==> src/rtl/alu_top.sv <==
// -----------------------------------------------------------------------------
// alu_top
//
// Board-level wrapper around a W-bit ALU for switch-driven bring-up. Operand A,
// operand B and the opcode are loaded one at a time from the shared switch bus
// `sw`, each under its own load-enable. The result and status flags are
// computed from the three internal registers and driven to LEDs.
//
// Ports:
//   clk       in   1    system clock, rising edge
//   rst       in   1    synchronous, active-high reset (clears A, B, OP)
//   en_a      in   1    load sw into A
//   en_b      in   1    load sw into B
//   en_op     in   1    load sw[WOP-1:0] into OP
//   sw        in   W    shared switch data bus
//   y         out  W    ALU result
//   carry     out  1    ADD carry-out
//   borrow    out  1    SUB borrow (unsigned A < B)
//   overflow  out  1    signed overflow for ADD/SUB
//   zero      out  1    y == 0
//   neg       out  1    y[W-1]
//
// Configuration:
//   ALU_TOP_OUTREG_EN  when defined, y and all flags pass through one output
//                      register stage (reset value: y=0, zero=1, others 0).
//                      When undefined, outputs are combinational from A/B/OP.
// -----------------------------------------------------------------------------
module alu_top #(
  parameter int W   = 8,
  parameter int WOP = 6
) (
  input  logic         clk,
  input  logic         rst,
  input  logic         en_a,
  input  logic         en_b,
  input  logic         en_op,
  input  logic [W-1:0] sw,
  output logic [W-1:0] y,
  output logic         carry,
  output logic         borrow,
  output logic         overflow,
  output logic         zero,
  output logic         neg
);

  // Opcode encodings (6-bit function codes, sized to the opcode register).
  localparam logic [WOP-1:0] OP_ADD = WOP'(6'b100000);
  localparam logic [WOP-1:0] OP_SUB = WOP'(6'b100010);
  localparam logic [WOP-1:0] OP_AND = WOP'(6'b100100);
  localparam logic [WOP-1:0] OP_OR  = WOP'(6'b100101);
  localparam logic [WOP-1:0] OP_XOR = WOP'(6'b100110);
  localparam logic [WOP-1:0] OP_NOR = WOP'(6'b100111);
  localparam logic [WOP-1:0] OP_SRL = WOP'(6'b000010);
  localparam logic [WOP-1:0] OP_SRA = WOP'(6'b000011);

  logic [W-1:0]   a_q, a_d;
  logic [W-1:0]   b_q, b_d;
  logic [WOP-1:0] op_q, op_d;

  // Operand/opcode load: each register captures sw under its own enable and
  // holds otherwise; simultaneous enables all load the same sw value.
  always_comb begin
    // NOTE: every always_comb output gets a default first so that no path
    // leaves it unassigned, which would infer a latch.
    a_d  = a_q;
    b_d  = b_q;
    op_d = op_q;
    if (en_a)  a_d  = sw;
    if (en_b)  b_d  = sw;
    if (en_op) op_d = sw[WOP-1:0];
  end

  // NOTE: sequential state uses non-blocking assignments so every flop
  // samples its pre-edge inputs regardless of statement order.
  always_ff @(posedge clk) begin
    if (rst) begin
      a_q  <= '0;
      b_q  <= '0;
      op_q <= '0;
    end else begin
      a_q  <= a_d;
      b_q  <= b_d;
      op_q <= op_d;
    end
  end

  // ALU datapath.
  logic [W:0]   sum_w;
  logic [W-1:0] diff;
  logic [2:0]   shamt;
  logic [W-1:0] res_y;
  logic         res_carry, res_borrow, res_overflow, res_zero, res_neg;

  assign sum_w = {1'b0, a_q} + {1'b0, b_q};
  assign diff  = a_q - b_q;
  assign shamt = b_q[2:0];  // upper bits of B do not affect shifts

  always_comb begin
    res_y        = '0;
    res_carry    = 1'b0;
    res_borrow   = 1'b0;
    res_overflow = 1'b0;
    case (op_q)
      OP_ADD: begin
        res_y        = sum_w[W-1:0];
        res_carry    = sum_w[W];
        // Same-sign operands producing a result of the other sign.
        res_overflow = (a_q[W-1] == b_q[W-1]) && (sum_w[W-1] != a_q[W-1]);
      end
      OP_SUB: begin
        res_y        = diff;
        res_borrow   = (a_q < b_q);
        // Opposite-sign operands where the result sign departs from A.
        res_overflow = (a_q[W-1] != b_q[W-1]) && (diff[W-1] != a_q[W-1]);
      end
      OP_AND:  res_y = a_q & b_q;
      OP_OR:   res_y = a_q | b_q;
      OP_XOR:  res_y = a_q ^ b_q;
      OP_NOR:  res_y = ~(a_q | b_q);
      OP_SRL:  res_y = a_q >> shamt;
      OP_SRA:  res_y = W'($signed(a_q) >>> shamt);
      default: res_y = '0;
    endcase
    res_zero = (res_y == '0);
    res_neg  = res_y[W-1];
  end

`ifdef ALU_TOP_OUTREG_EN
  logic [W-1:0] y_q, y_d;
  logic         carry_q, carry_d;
  logic         borrow_q, borrow_d;
  logic         overflow_q, overflow_d;
  logic         zero_q, zero_d;
  logic         neg_q, neg_d;

  always_comb begin
    y_d        = res_y;
    carry_d    = res_carry;
    borrow_d   = res_borrow;
    overflow_d = res_overflow;
    zero_d     = res_zero;
    neg_d      = res_neg;
  end

  // Reset value matches what the cleared A/B/OP registers would produce.
  always_ff @(posedge clk) begin
    if (rst) begin
      y_q        <= '0;
      carry_q    <= 1'b0;
      borrow_q   <= 1'b0;
      overflow_q <= 1'b0;
      zero_q     <= 1'b1;
      neg_q      <= 1'b0;
    end else begin
      y_q        <= y_d;
      carry_q    <= carry_d;
      borrow_q   <= borrow_d;
      overflow_q <= overflow_d;
      zero_q     <= zero_d;
      neg_q      <= neg_d;
    end
  end

  assign y        = y_q;
  assign carry    = carry_q;
  assign borrow   = borrow_q;
  assign overflow = overflow_q;
  assign zero     = zero_q;
  assign neg      = neg_q;
`else
  assign y        = res_y;
  assign carry    = res_carry;
  assign borrow   = res_borrow;
  assign overflow = res_overflow;
  assign zero     = res_zero;
  assign neg      = res_neg;
`endif

endmodule

==> config.mk <==
export PLATFORM = sky130hd
export DESIGN_NAME = alu_top
export DESIGN_NICKNAME = d
export VERILOG_FILES = /design/src/rtl/alu_top.sv
export SDC_FILE = /design/constraint.sdc
export NUM_CORES = 1
export LEC_CHECK = 0
export BUFFER_PORTS_ARGS = -buffer_cell sky130_fd_sc_hd__clkbuf_2
export CORE_MARGIN = 2
export CORE_UTILIZATION = 30
export DETAILED_ROUTE_END_ITERATION = 6
export PLACE_DENSITY_LB_ADDON = 0.3
export SLEW_MARGIN = 40
export SYNTH_ARGS = -nofsm -noshare
export SYNTH_HDL_FRONTEND = slang
export SYNTH_SLANG_ARGS = --single-unit
==> constraint.sdc <==
create_clock -name clk -period 5.79 [get_ports clk]
set_input_delay 0 -clock clk [delete_from_list [all_inputs] [get_ports clk]]
set_output_delay 0 -clock clk [all_outputs]
set_load 0.02 [all_outputs]
Word level (Yosys, flattened, before mapping):

Cells that the tools add are included.

* register bits: 22
* input port bits: 13
* word-level logic and storage cells: 31

* $add $sub $neg: 2
* magnitude comparators: 1
* eq/ne operators: 12
* shift operators: 2
* muxes and demuxes: 4
* bitwise operators: 4
* reductions and logical operators: 3

Operators with widths (number)
* case mux 8 bit (8 select lines): 1
* equality test 6 bit, second input constant: 6
* equality test 6 x 2 -> 1 bit, second input constant: 2
* adder 8 x 8 -> 9 bit: 1
* AND 8 bit: 1
* logical NOT 8 bit: 1
* < comparator 8 bit: 1
* NOT 8 bit: 1
* OR 8 bit: 1
* right shift 8 x 3 -> 8 bit: 1
* >>> shifter 8 x 3 -> 8 bit: 1
* subtractor 8 bit: 1
* XOR 8 bit: 1
* inequality test 1 bit: 3
* logical AND 1 bit: 2
* two-way mux 1 bit: 2
* case mux 1 bit (2 select lines): 1
* equality test 1 bit: 1

Longest topological paths before layout:

* depth in word-level cells: 4
* depth in mapped cells: 11

Least setup slack after synthesis:

Ideal clock, no wire load.

* path type: reg2out
* start: register b_q[1]
* end: output port zero
* arrival: 2.957 ns
* required time: 5.790 ns
* setup slack: 2.833 ns
* cell stages (with the launch flop): 12
* path buffers: 2
* cell sequence: dfxtp_1 buf_2 clkbuf_1 inv_1 ha_1 a21o_1 a21oi_1 o211a_1 a211oi_1 xnor2_1 o221ai_1 nor4b_4

* elaborated cells between the ends (all ways): 10
* those cells by class: add/sub: 2; shift: 2; mux: 1; bitwise: 4; reduce/logical: 1

RTL lines
* start: declaration: line 57 `logic [W-1:0] b_q, b_d;`
* start signal: assignment: line 78 `b_q <= '0;`
* start signal: assignment: line 82 `b_q <= b_d;`
* subtractor 8 bit, or another cell as far along: line 95 `assign diff = a_q - b_q;`
* case mux 8 bit (8 select lines) *: line 103 `case (op_q)`
* via neg: line 43 `output logic neg`
* logical NOT 8 bit *: line 124 `res_zero = (res_y == '0);`
* end: declaration: line 42 `output logic zero,`

The timed path passes the listed nets; every way through them passes the cells marked *.

Worst setup path after layout:

* start: register b_q[2]
* end: output port zero

* longest elaborated chain between the ends: 4
* elaborated cells between the ends (all ways): 10
* those cells by class: add/sub: 2; shift: 2; mux: 1; bitwise: 4; reduce/logical: 1

Ends and longest elaborated chain (line)
* parallel branches: the longest is 2 deep, another holds subtractor 8 bit
* case mux 8 bit (8 select lines) *: 103
* logical NOT 8 bit *: 124

Mark *: on every way between the ends.

==> run summary <==
Status: completed
Initial Util: 31.1%
Iteration-0 DRC count of the detailed router: 142
WP data arrival: 3280 ps
Peak supply drop: 0.191 mV
Core box area: 7730 sq um
Post-synth EDFFs: 0
Max Buffers Root-to-Sink: 2
Syn nets: 334
Worst Hold Depth: 3
Clk sinks: 22
CP delay by family, top: simple AND/OR/NAND/NOR gates
FF+latch count, synth: 22
Vias/cell: 5.29
Grt ovf: 0
Worst-path clk slew: 70 ps
Critical path type: flip-flop to output pin
DP Cell Count: 399
Hold Fails Final Rpt: 0
Area of the die: 8750 sq um
Vias in the first global route: 1979
First-pass GRT wire length: 10.1 mm
Worst setup margin: 2510 ps
Crit path max fanout: 11
Met1 WL: 2.87 mm
Buffers added on ports: 25
# setup viols final: 0
DP Worst Slack: 2580 ps
Gpl congestion: 0.841
Total iterations of the first detailed-routing run: 4
Tmin final: 3280 ps
Total wire length: 6.00 mm
Fin area: 2610 sq um
Fin util: 33.7%
Startpoint Class: flip-flop
R2r startpoint: op_q[1]$_SDFFE_PP0P_
DRT antenna net count: 0
Slew headroom: 58.9%
Largest stage delay on the critical path: 540 ps
Die Width: 93.5 microns
Clock skew: 0 ps
FF-to-FF setup slack: 4780 ps
Ys async rst share: 0%
Root buffer cell: clkbuf_8
Die H: 93.5 microns
Nature of the critical path endpoint: output pin
Worst Hold Endpoint: op_q[3]$_SDFFE_PP0P_
CTS buffer count: 3
Final period util: 56.6%
Syn avg cell area: 8.15 sq um
Total Neg Setup Slack: 0 ps
Yosys warns: 0
Routed length on met3: 189 microns
Pwr Total: 453 uW
Fmax: 305 MHz
WHS: 14.9 ps
Primary FF master, synth: dfxtp_1
Max Used Layer: met4
Post-synthesis to final-layout area growth: 8.38%
Avg WL per Cell: 14.8 microns
# IOs: 26
Buf+Inv Stages, Crit Path: 2
Htree depth: 1
MaxCap Viol Count: 0
# nets final: 343
Min-Delay Path Class: input port to flip-flop
HP Start: sw[3]
Final std cells w/o fill: 405
Unique masters post-synth: 54
Tightest Pin Transition: 611 ps
TritonCTS clock tree: built
CTS-repair resized insts: 0
Post-DP Area: 2530 sq um
Share of cells above drive strength 1: 13.5%
DR WL met2: 2.76 mm
Initial antenna violation count: 0
Worst skew pair latency: 260 ps
Crit path cell chain: inv_1 -> ha_1 -> a21oi_1 -> nor2b_1 -> o31ai_1 -> xor2_1 -> o221ai_1 -> nor4_1 -> nor4b_4 -> clkbuf_2
R2r endpoint: op_q[1]$_SDFFE_PP0P_
Data required, critical path: 5790 ps
Hpwl dp: 4.73 mm
Power Dens Cells: 174 nW/um^2
RSZ-0062 raised after global routing: false
Diodes inserted: 0
Sequential share of the synthesized area: 18.3%
Slowest CP cell: dfxtp_1
Fillers: 838
Mapped Area: 2400 sq um
Leak: 1.11 nW
Syn Inst Count: 295
# DRC: 0
Row cnt: 32
Final slew viol count: 0
Via count: 2142
Reg2Reg Depth: 3
Pin count of the biggest net entering global routing: 43
Total GRT Usage: 14.4%
## sequential cells by signal, indices dropped and copies added (netlist names)
register  count
a_q           8
op_q          6
b_q           8
## how the worst max path moves through the flow
stage	from	end	slack, ps	cells after the start
4_1_cts	b_q[1]$_SDFFE_PP0P_	zero	2280	10
3_3_place_gp	b_q[1]$_SDFFE_PP0P_	zero	2670	10
5_1_grt	b_q[2]$_SDFFE_PP0P_	zero	2290	9
6_report	b_q[2]$_SDFFE_PP0P_	zero	2510	10
2_1_floorplan	b_q[1]$_SDFFE_PP0P_	zero	2830	11
3_5_place_dp	b_q[1]$_SDFFE_PP0P_	zero	2580	10
## logic make-up after synthesis
kind of cell,share of synthesized area (%)
buffers and inverters,8.64
AOI/OAI and AO/OA,20.0
xor gates and xnor gates,5.83
muxes,15.6
DFF,18.3
and+or+nand+nor,17.4
adders and majority gates,14.2
## worst register-to-register path, delay by kind of cell (launching register included)
kind          cells  cell delay [ps]
buf+inv           1              410
flops             1              310
mux               1              140
simple gates      1               90
## what timing repair did
action,CTS,global route
hold endpoints to repair,3,0
hold buffers,2,0
endpoints found under the setup margin,0,0
buffers inserted,0,0
## cell usage in the layout (no fill, tap or decap), types with 3 or more instances in the layout
master and n:
a21oi_1 16, xnor2_1 12, nand2_1 16, o21bai_1 4, nor3_1 6, and3_1 5, mux2i_1 33, o221ai_1 3
xor2_1 4, o211a_1 3, nor2b_1 4, a211oi_1 7, o211ai_1 3, ha_1 24, nand3_1 4, o21ai_1 5
nor2_1 34, clkbuf_2 25, dfxtp_1 20, inv_1 19, clkbuf_8 4, o21ai_0 12
## synthesized netlist by cell type, drive strengths merged, types with 2 or more instances
| cell | number | area [sq um] |
|---|---|---|
| nor2b | 5 | 33.8 |
| o221ai | 3 | 26.3 |
| buf | 11 | 73.8 |
| a22oi | 2 | 15.0 |
| nor3b | 2 | 15.0 |
| nand3 | 4 | 20.0 |
| o21ai | 18 | 93.8 |
| mux2i | 33 | 330 |
| o31ai | 2 | 15.0 |
| nor4 | 2 | 12.5 |
| dfxtp | 22 | 440 |
| fa | 2 | 40.0 |
| inv | 19 | 71.3 |
| o211ai | 3 | 22.5 |
| nor2 | 34 | 128 |
| o22a | 2 | 17.5 |
| or3 | 2 | 12.5 |
| mux4 | 2 | 45.0 |
| o211a | 3 | 30.0 |
| and3 | 5 | 31.3 |
| xnor2 | 12 | 105 |
| nand2 | 16 | 60.1 |
| a21oi | 16 | 80.1 |
| ha | 24 | 300 |
| o21bai | 4 | 30.0 |
| a211oi | 7 | 52.6 |
| clkbuf | 13 | 62.6 |
| nor3 | 7 | 46.3 |
| xor2 | 4 | 35.0 |
## where the power goes
part / internal [mW] / switching (mW)
Combinational: 0.0727 / 0.0929
Clock: 0.0605 / 0.0462
Sequential: 0.161 / 0.0199
Total: 0.294 / 0.159
## routing by layer
layer,global-route usage (%),vias up
met3,0.967,13
li1,-,1060
met1,20.2,1015
met2,22.2,54
met5,0,-
met4,6.76,0
## layout make-up
type / count / area [sq um] / area share [%]
repair buffers: 28 / 153 / 5.86
clock buffers: 4 / 55.1 / 2.11
well taps: 102 / 128 / 4.90
inverters: 19 / 71.3 / 2.74
flip-flops and latches: 22 / 443 / 17.0
multi-input cells: 230 / 1760 / 67.4
Power figures use the tool's default switching activity.
